==> config.mk <==
export PLATFORM = sky130hd
export DESIGN_NAME = uart_tx_framer
export DESIGN_NICKNAME = d
export VERILOG_FILES = /design/src/rtl/uart_tx_framer.sv
export SDC_FILE = /design/constraint.sdc
export NUM_CORES = 1
export LEC_CHECK = 0
export CORE_UTILIZATION = 46
export CTS_BUF_LIST = sky130_fd_sc_hd__clkbuf_16
export DETAILED_ROUTE_END_ITERATION = 8
export HOLD_SLACK_MARGIN = 0.02
export PLACE_DENSITY_LB_ADDON = 0.1
export SYNTH_ARGS = -nofsm -noshare
export SYNTH_HDL_FRONTEND = slang
export SYNTH_SLANG_ARGS = --single-unit
export TNS_END_PERCENT = 30
==> constraint.sdc <==
create_clock -name clk -period 1.9 [get_ports clk]
set_input_delay 0.57 -clock clk [delete_from_list [all_inputs] [get_ports clk]]
set_output_delay 0.57 -clock clk [all_outputs]
set_load 0.01 [all_outputs]
==> src/rtl/uart_tx_framer.sv <==
// uart_tx_framer: one-entry holding register feeding an LSB-first UART frame serialiser with optional/injected parity
module uart_tx_framer #(
  parameter int DATA_WIDTH = 8
) (
  input  logic                  clk,
  input  logic                  reset,
  input  logic                  bit_tick,
  input  logic                  in_valid,
  output logic                  in_ready,
  input  logic [DATA_WIDTH-1:0] parallel_data,
  input  logic                  parity_en,
  input  logic                  parity_odd,
  input  logic                  stop2,
  input  logic                  err_inj_en,
  output logic                  tx,
  output logic                  busy,
  output logic                  frame_done
);
  localparam int CW = $clog2(DATA_WIDTH);
  localparam logic [CW-1:0] LAST = CW'(DATA_WIDTH - 1);
  typedef enum logic [2:0] {IDLE, START, DATA, PARITY, STOP} state_t;
  state_t state;
  logic hold_valid, hold_par_en, hold_p, hold_stop2;
  logic [DATA_WIDTH-1:0] hold_data, shift;
  logic cur_par_en, cur_p, cur_stop2, stop_cnt;
  logic [CW-1:0] bit_cnt;
  logic stop_last, load;
  assign in_ready = ~hold_valid;
  always_comb begin
    stop_last = state == STOP && (!cur_stop2 || stop_cnt);
    load = bit_tick && hold_valid && (state == IDLE || stop_last);
  end
  // the frame's parity travels with the word, so later config changes cannot alter it
  always_ff @(posedge clk or negedge reset) begin
    if (!reset) begin
      state <= IDLE;
      hold_valid <= 1'b0;
      hold_data <= '0;
      hold_par_en <= 1'b0;
      hold_p <= 1'b0;
      hold_stop2 <= 1'b0;
      shift <= '0;
      cur_par_en <= 1'b0;
      cur_p <= 1'b0;
      cur_stop2 <= 1'b0;
      stop_cnt <= 1'b0;
      bit_cnt <= '0;
      tx <= 1'b1;
      busy <= 1'b0;
      frame_done <= 1'b0;
    end else begin
      frame_done <= bit_tick && stop_last;
      if (in_valid && !hold_valid) begin
        hold_valid <= 1'b1;
        hold_data <= parallel_data;
        hold_par_en <= parity_en;
        hold_p <= ^parallel_data ^ parity_odd ^ err_inj_en;
        hold_stop2 <= stop2;
      end
      if (load) begin
        hold_valid <= 1'b0;
        shift <= hold_data;
        cur_par_en <= hold_par_en;
        cur_p <= hold_p;
        cur_stop2 <= hold_stop2;
        state <= START;
        tx <= 1'b0;
        busy <= 1'b1;
      end else if (bit_tick) begin
        case (state)
          START: begin
            state <= DATA;
            bit_cnt <= '0;
            tx <= shift[0];
          end
          DATA: begin
            shift <= shift >> 1;
            bit_cnt <= bit_cnt + CW'(1);
            stop_cnt <= 1'b0;
            state <= bit_cnt != LAST ? DATA : cur_par_en ? PARITY : STOP;
            tx <= bit_cnt != LAST ? shift[1] : cur_par_en ? cur_p : 1'b1;
          end
          PARITY: begin
            state <= STOP;
            stop_cnt <= 1'b0;
            tx <= 1'b1;
          end
          STOP: begin
            stop_cnt <= 1'b1;
            state <= stop_last ? IDLE : STOP;
            busy <= !stop_last;
            tx <= 1'b1;
          end
          default: ;
        endcase
      end
    end
  end
endmodule

==> flow_summary.json, run 1 <==
{
  "outcome": "finished clean",
  "hold_class": "reg2reg",
  "drt_wl_total_um": 2850,
  "rows": 21,
  "die_h_um": 61.3,
  "vias": 1121,
  "yosysSeqAreaShare_pct": 51.2,
  "start_util_pct": 48.1,
  "slew_violations": 0,
  "drc": 0,
  "irDropWorstVdd_uv": 896,
  "criticalPathCategory": "reg2out",
  "antenna_found_initial": 0,
  "ant_nets": 0,
  "fill_cells": 311,
  "first_pass_iters": 4,
  "clockBufferDepth": 2,
  "synth_mux_area_share_pct": 14.9,
  "synth_compound_area_share_pct": 11.7,
  "ys_types": 31,
  "grt_pass1_vias": 1051,
  "r2r_cells": 4,
  "finalNetCount": 190,
  "cp-end-kind": "output port",
  "synth_area_sq_mm": 0.00162,
  "tightest_slew_ns": 0.487,
  "syn2layout_area_growth_pct": 25.3,
  "holdPathStages": 2,
  "synth_fa_ha_area_share_pct": 1.55,
  "hold_buffers": 0,
  "cts_buffers": 5,
  "clockRootBuffer": "clkbuf_16",
  "multi_input_area_sq_um": 733,
  "insertedDiodeCount": 0,
  "ys_ff_latch": 33,
  "dp_slack_ns": -0.182,
  "rsz0062_at_grt": "no",
  "num_io_pins": 20,
  "relSlewSlack_pct": 67.5,
  "power.leakage_nw": 0.868,
  "maxCapViolCount": 0,
  "cts_max_level": 2,
  "vias_per_cell": 5.12,
  "setup_viol": 0,
  "finalCoreUtilization_pct": 60.2,
  "drt_iter0_drc": 47,
  "final_layout_size_suffix_gt1_share_pct": 19.7,
  "grt_pass1_wl_um": 4600,
  "cp.arrival_ns": 1.27,
  "clock_latency_ns": 0.28,
  "cts_tree": "built",
  "fin_crit_sh_pct": 96.6,
  "cts_sinks": 33,
  "clk_pin_slew_ns": 0.05,
  "avgSynthCellArea_sq_um": 11.2,
  "syn_nets": 162,
  "core_sq_mm": 0.00336,
  "cellPowerDensity_mw_per_mm2": 1570,
  "fin_ws_ns": 0.0639,
  "worstSetupStartpointType": "register",
  "gp_congestion": 0.736,
  "synth-xor-area-share_pct": 5.19,
  "worst_clock_skew_ns": 0.00429,
  "seqCellArea_sq_um": 828,
  "synthesis.instances": 144,
  "clock.fmax_mhz": 545,
  "dp_hpwl_um": 2040,
  "die-area_sq_mm": 0.00376,
  "crit_path_max_fanout": 2,
  "io_buffers": 19,
  "synth.yosys.warnings": 0,
  "cp.required_ns": 1.33,
  "synth_simple_gate_area_share_pct": 12.0,
  "final_hold_viol_count": 0,
  "timing.final.crit_period_ns": 1.84,
  "wire_per_inst_um": 13.0,
  "chipWidth_um": 61.3,
  "grt_max_degree": 34,
  "grt_use_total_pct": 17.7,
  "synth_top_family_by_area": "multiplexers",
  "grt_overflow": 0
}
==> cell usage in the layout, fill, tap and decap left out, types with 2 or more instances in the layout <==
master           netlist  routed
ha_1                   2       2
mux2_2                13      13
o22a_1                 2       2
clkdlybuf4s50_1        0      18
o21ai_0               10      10
clkinv_2               0       2
inv_1                  5       6
a31oi_1                2       2
clkbuf_16              0       5
nor2_1                13      13
mux2i_1                8       8
buf_4                  1       8
nand3b_1               2       2
o21a_1                 2       2
nand2_1               12      12
nor2b_1                6       6
a21oi_1               11      11
dfrtp_1               32      31
xnor2_1                6       6
==> synth_stat cells <==
cell type | instances | share of area (%)
buf_2 | 3 | 0.93
buf_4 | 1 | 0.46
nand3b_1 | 2 | 0.93
xnor3_1 | 1 | 1.4
clkbuf_1 | 1 | 0.23
o22a_1 | 2 | 1.1
nand2b_1 | 1 | 0.39
and3_1 | 1 | 0.39
a2bb2oi_1 | 1 | 0.54
nand3_1 | 1 | 0.31
o211ai_4 | 1 | 1.3
mux2_2 | 13 | 9.1
nor3b_4 | 1 | 1.2
inv_1 | 5 | 1.2
mux2i_1 | 8 | 5.0
dfstp_2 | 1 | 1.6
mux2_4 | 1 | 0.93
dfrtp_1 | 32 | 50
xor2_1 | 1 | 0.54
a31oi_1 | 2 | 0.77
nand2_1 | 12 | 2.8
buf_6 | 1 | 0.70
nor2_1 | 13 | 3.0
a21oi_1 | 11 | 3.4
nor2b_1 | 6 | 2.3
nor2_4 | 1 | 0.70
ha_1 | 2 | 1.5
o221ai_1 | 1 | 0.54
o21ai_0 | 10 | 3.1
o21a_1 | 2 | 0.93
xnor2_1 | 6 | 3.3
==> layout make-up <==
class / count / area share, %
Sequential cell: 33 / 40.9
Timing Repair Buffer: 27 / 12.3
Multi-Input combinational cell: 100 / 36.2
Clock inverter: 3 / 0.679
Clock buffer: 5 / 6.18
Tap cell: 46 / 2.84
Inverter: 5 / 0.926
==> what timing repair did <==
action	4_1_cts	5_1_grt
endpoints found under the setup margin	2	0
gates resized for setup	2	0
setup buffers	1	0
==> worst max-delay path, stage by stage (launching register included) <==
cell and delay (ns):
dfrtp_2 0.39, inv_1 0.07, clkdlybuf4s50_1 0.53
==> final timing paths <==
kind | from | to | slack (ns)
worst min-delay path | tx$_DFFE_PN1P_ | tx$_DFFE_PN1P_ | 0.47
worst min register to register | tx$_DFFE_PN1P_ | tx$_DFFE_PN1P_ | 0.47
min in group asynchronous | reset | state[1]$_DFFE_PN0P_ | 0.69
worst max-delay path | hold_valid$_DFFE_PN0P_ | in_ready | 0.06
worst max register to register | state[1]$_DFFE_PN0P_ | shift[6]$_DFFE_PN0P_ | 0.24
max in group asynchronous | reset | tx$_DFFE_PN1P_ | 0.87
==> metrics by stage <==
| stage | TNS, ns | hold WS, ns | area (sq um) | instances | power (mW) |
|---|---|---|---|---|---|
| 2_1_floorplan | 0 | 0.274 | 1620 | 144 | 2.09 |
| 5_1_grt | 0 | 0.483 | 2030 | 219 | 3.41 |
| 4_1_cts | 0 | 0.471 | 2030 | 219 | 3.22 |
| 6_report | 0 | 0.466 | 2030 | 219 | 3.18 |
| 3_5_place_dp | -2.30 | 0.465 | 1880 | 210 | 2.43 |
| 3_3_place_gp | -1.74 | 0.467 | 1880 | 210 | 2.37 |
==> flip-flops by register name (all words and copies together), names as in the netlist, 3 cells and up <==
signal and cells:
bit_cnt 3, hold_data 8, shift 8, state 3
==> cell families after synthesis <==
family / Yosys count
simple gates: 38
mux: 22
buf+inv: 11
fa+ha+maj: 2
xor+xnor: 8
flops: 33
compound gates: 30
==> where the power goes <==
part / total, mW / leakage (nW) / switching [mW] / internal (mW)
Sequential: 1.29 / 0.388 / 0.249 / 1.04
Combinational: 1.13 / 0.406 / 0.511 / 0.619
Clock: 0.757 / 0.0748 / 0.282 / 0.474
Total: 3.18 / 0.868 / 1.04 / 2.14
==> layer usage <==
layer	global-route usage, %	part of all wire (%)	vias to the layer above
met5	0	0	-
met4	7.79	2.0	0
met2	29.0	49	24
met3	6.30	4.7	6
li1	-	-	551
met1	21.1	44	540
(Power assumes the default switching activity.)
==> inputs of run 2 (changes only) <==
CORE_UTILIZATION = 54   (was 46)
==> flow_summary.json, run 2 (synthesis results as in run 1) <==
{
  "crit_path_max_fanout": 2,
  "drt_iter0_drc": 40,
  "r2r_cells": 4,
  "hp-start": "bit_cnt[1]$_DFFE_PN0P_",
  "grt_use_total_pct": 21.4,
  "clock.fmax_mhz": 543,
  "cellPowerDensity_mw_per_mm2": 1570,
  "cp.required_ns": 1.33,
  "fill_cells": 211,
  "r2r-start": "state[1]$_DFFE_PN0P_",
  "antenna_found_initial": 0,
  "grt_overflow": 0,
  "multi_input_area_sq_um": 733,
  "final_layout_size_suffix_gt1_share_pct": 19.2,
  "clk_pin_slew_ns": 0.05,
  "holdPathStages": 2,
  "mostFrequentLayoutCells": "dfrtp_1 (31), clkdlybuf4s50_1 (18), mux2_2 (13), nor2_1 (13), nand2_1 (12)",
  "cts_buffers": 5,
  "wire_per_inst_um": 14.4,
  "drc": 2,
  "grt_max_degree": 34,
  "vias": 1126,
  "insertedDiodeCount": 0,
  "worst_clock_skew_ns": 0.00385,
  "criticalPathCategory": "reg2out",
  "r2r-end": "shift[5]$_DFFE_PN0P_",
  "drt_wl_total_um": 2920,
  "clockBufferDepth": 2,
  "final_common_cell": "dfrtp_1",
  "tns_ns": 0,
  "chipWidth_um": 56.7,
  "cts_max_level": 2,
  "outcome": "complete, but fails checks",
  "final_hold_viol_count": 0,
  "relSlewSlack_pct": 66.7,
  "vias_per_cell": 5.55,
  "hold_buffers": 0,
  "num_io_pins": 20,
  "syn2layout_area_growth_pct": 24.5,
  "holdPathEnd": "bit_cnt[1]$_DFFE_PN0P_",
  "dpl_cell_area_sq_mm": 0.00187,
  "die_h_um": 56.7,
  "setup_viol": 0,
  "cp-end-kind": "output port",
  "maxCapViolCount": 0,
  "gp_congestion": 0.755,
  "clock_latency_ns": 0.27,
  "design_area_sq_mm": 0.00201,
  "violations": "design-rule violations",
  "reg2reg_setup_slack_ns": 0.27,
  "ant_nets": 0,
  "clockRootBuffer": "clkbuf_16",
  "worstSetupStartpointType": "register",
  "start_util_pct": 57.6,
  "power.leakage_nw": 0.868,
  "finalNetCount": 189,
  "irDropWorstVdd_uv": 825,
  "tightest_slew_ns": 0.500,
  "rsz0062_at_grt": "no",
  "grt_pass1_wl_um": 5110,
  "cts_sinks": 33,
  "timing.final.crit_period_ns": 1.84,
  "slew_violations": 0,
  "first_pass_iters": 6,
  "core_sq_mm": 0.00281,
  "fin_crit_sh_pct": 97.0,
  "seqCellArea_sq_um": 828,
  "dp_slack_ns": -0.171,
  "cts_tree": "built",
  "die-area_sq_mm": 0.00322,
  "grt_pass1_vias": 1097,
  "cp.arrival_ns": 1.27,
  "hold_class": "reg2reg",
  "fin_ws_ns": 0.0572,
  "top_regs": "hold_data x8, shift x8",
  "rows": 19,
  "dp_hpwl_um": 2090,
  "io_buffers": 19
}
run 2: stage by stage:
| stage | cells | util (%) | power [mW] | hold WS [ns] |
|---|---|---|---|---|
| after floorplan | 144 | - | 2.09 | 0.274 |
| after global placement | 194 | 66.5 | 2.35 | 0.468 |
| after detailed placement | 194 | 66.5 | 2.43 | 0.483 |
| after CTS | 203 | 71.7 | 3.20 | 0.503 |
| after global routing | 203 | 71.7 | 3.40 | 0.537 |
| final | 203 | 71.7 | 3.17 | 0.494 |
run 2: worst max path at each step:
stage	slack (ns)	to	depth (start not counted)	start
2_1_floorplan	0.40	hold_data[0]$_DFFE_PN0P_	3	in_valid
3_3_place_gp	-0.11	busy$_DFFE_PN0P_	6	bit_tick
3_5_place_dp	-0.17	busy$_DFFE_PN0P_	6	bit_tick
4_1_cts	0.05	in_ready	2	hold_valid$_DFFE_PN0P_
5_1_grt	0.005	shift[5]$_DFFE_PN0P_	6	bit_tick
6_report	0.06	in_ready	2	hold_valid$_DFFE_PN0P_
run 2: power breakdown:
group          switching [mW]  total, mW  leakage (nW)  internal [mW]
registers               0.271       1.31         0.388           1.04
logic                   0.508       1.11         0.405          0.605
clock network           0.267      0.741        0.0748          0.474
total                    1.05       3.17         0.868           2.12
run 2: timing repair:
action	CTS	global route
endpoints found under the setup margin	2	0
gates resized for setup	2	0
setup buffers	1	0
run 2: final cells by class:
cell class / count / share of cell area (%)
Tap cell: 31 / 1.93
Clock inverter: 3 / 0.684
Sequential cell: 33 / 41.2
Inverter: 5 / 0.933
Timing Repair Buffer: 26 / 12.6
Multi-Input combinational cell: 100 / 36.4
Clock buffer: 5 / 6.22
run 2: critical path, stage by stage (launching register included):
cell,delay [ns]
dfrtp_2,0.40
inv_1,0.07
clkdlybuf4s50_1,0.53
run 2: routing by layer:
metal  track usage [%]  vias up  wire length [um]
li1                  -      551                 -
met1              28.7      544              1350
met2              33.7       31              1410
met3              7.37        0               165
met4              4.64        0                 0
met5                 0        -                 0
==> inputs of run 3 (changes only) <==
CAP_MARGIN = 20   (was not set)
CORE_UTILIZATION = 58   (was 54)
clock period = 2.2 ns   (was 1.9 ns; I/O delays follow)
==> flow_summary.json, run 3 (synthesis results as in run 1) <==
{
  "outcome": "finished clean",
  "final_common_cell": "dfrtp_1",
  "worstSetupStartpointType": "register",
  "clockBufferDepth": 2,
  "cellPowerDensity_mw_per_mm2": 1380,
  "power_switching_uw": 915,
  "grt_pass1_wl_um": 4920,
  "wire_per_inst_um": 15.4,
  "power_frac_clock_pct": 23.2,
  "ant_nets": 0,
  "crit_path_max_fanout": 6,
  "die_h_um": 54.8,
  "slew_violations": 0,
  "path_delay_family": "buffers and inverters",
  "num_io_pins": 20,
  "worst_clock_skew_ns": 0.00311,
  "drt_wl_total_um": 3090,
  "hold_buffers": 0,
  "dp_hpwl_um": 2180,
  "mostFrequentLayoutCells": "dfrtp_1 (32), clkdlybuf4s50_1 (19), mux2_2 (13), nor2_1 (13), nand2_1 (12)",
  "fin_crit_sh_pct": 94.9,
  "rsz0062_at_grt": "no",
  "seqPwrFrac_pct": 42.1,
  "first_pass_iters": 4,
  "power.leakage_nw": 0.853,
  "vias_per_cell": 5.66,
  "grt_use_total_pct": 25.2,
  "dp.cells": 192,
  "cp-end-kind": "output port",
  "grt_pass1_vias": 1137,
  "clk_pin_slew_ns": 0.05,
  "chipWidth_um": 54.8,
  "cp_slowest_cell": "clkdlybuf4s50_1",
  "antenna_found_initial": 0,
  "cts_tree": "built",
  "criticalPathCategory": "reg2out",
  "clockRootBuffer": "clkbuf_16",
  "grt_max_degree": 34,
  "cts_buffers": 5,
  "vias": 1132,
  "cts_sinks": 33,
  "syn2layout_area_growth_pct": 22.5,
  "rows": 18,
  "slowest_delay_ns": 0.56,
  "cts_max_level": 2,
  "path_cells": "inv_1, clkdlybuf4s50_1",
  "insertedDiodeCount": 0,
  "cp.required_ns": 1.54,
  "layoutNonFillerInstCount": 200,
  "die-area_sq_mm": 0.00300,
  "sw_frac_of_total_pct": 33.4,
  "relSlewSlack_pct": 66.7,
  "hold_class": "reg2reg",
  "tightest_slew_ns": 0.500,
  "cp.arrival_ns": 1.43,
  "setup_viol": 0,
  "grt_overflow": 0,
  "finalNetCount": 187,
  "clock.fmax_mhz": 479,
  "power_frac_comb_pct": 34.8,
  "maxCapViolCount": 0,
  "post_cts_buffers": 0,
  "tns_ns": 0,
  "final_layout_size_suffix_gt1_share_pct": 16.5,
  "start_util_pct": 63.5,
  "final_hold_viol_count": 0,
  "top_regs": "hold_data x8, shift x8",
  "cts-resized-gates": 0,
  "p_total_mw": 2.74,
  "p_int_mw": 1.82,
  "timing.final.crit_period_ns": 2.09,
  "clock_latency_ns": 0.27,
  "core_sq_mm": 0.00254,
  "critPathBufInv": 2,
  "gp_congestion": 0.786,
  "io_buffers": 19,
  "drc": 0,
  "irDropWorstVdd_uv": 1210,
  "drt_iter0_drc": 11
}
==> run 3: area by class of cell <==
cell class / instances / area [sq um]
Timing Repair Buffer: 24 / 228
Inverter: 5 / 18.8
Multi-Input combinational cell: 100 / 733
Sequential cell: 33 / 827
Tap cell: 30 / 37.5
Clock buffer: 5 / 125
Fill cell: 173 / 564
Clock inverter: 3 / 11.3
==> run 3: final timing paths <==
| kind | start | slack [ns] | to | depth (start not counted) |
|---|---|---|---|---|
| max in group asynchronous | reset | 1.10 | tx$_DFFE_PN1P_ | 2 |
| setup / recovery | hold_valid$_DFFE_PN0P_ | 0.11 | in_ready | 2 |
| hold reg to reg | tx$_DFFE_PN1P_ | 0.47 | tx$_DFFE_PN1P_ | 2 |
| min in group asynchronous | reset | 0.78 | bit_cnt[2]$_DFFE_PN0P_ | 2 |
| setup reg to reg | state[1]$_DFFE_PN0P_ | 0.56 | shift[1]$_DFFE_PN0P_ | 4 |
| hold / removal | tx$_DFFE_PN1P_ | 0.47 | tx$_DFFE_PN1P_ | 2 |
==> run 3: routing by layer <==
| metal | GRT usage [%] | part of all wire, % |
|---|---|---|
| met1 | 27.6 | 43 |
| met2 | 42.2 | 50 |
| met3 | 6.67 | 3.7 |
| met4 | 17.1 | 3.1 |
| met5 | 0 | 0 |
==> run 3: worst register-to-register path: cells and delay by family, from the launching register on <==
family,cells,cell delay (ns)
flops,1,0.65
simple gates,2,0.55
mux,1,0.23
compound gates,1,0.09
==> run 3: power by group through the flow <==
stage | sequential (mW) | combinational, mW | clock, mW
2_1_floorplan | 1.05 | 0.754 | 0
4_1_cts | 1.15 | 0.962 | 0.649
5_1_grt | 1.19 | 1.05 | 0.673
3_3_place_gp | 1.13 | 0.893 | 0
3_5_place_dp | 1.15 | 0.948 | 0
6_report | 1.15 | 0.951 | 0.635
==> run 3: through the flow <==
stage / instance area [sq um] / worst slack [ns] / util, % / hold WS, ns
floorplan: 1620 / 0.608 / - / 0.364
global placement: 1840 / 0.0693 / 72.5 / 0.472
detailed placement: 1840 / 0.0400 / 72.5 / 0.463
CTS: 1980 / 0.120 / 77.8 / 0.471
global route: 1980 / 0.0803 / 77.8 / 0.501
finish: 1980 / 0.113 / 77.8 / 0.468
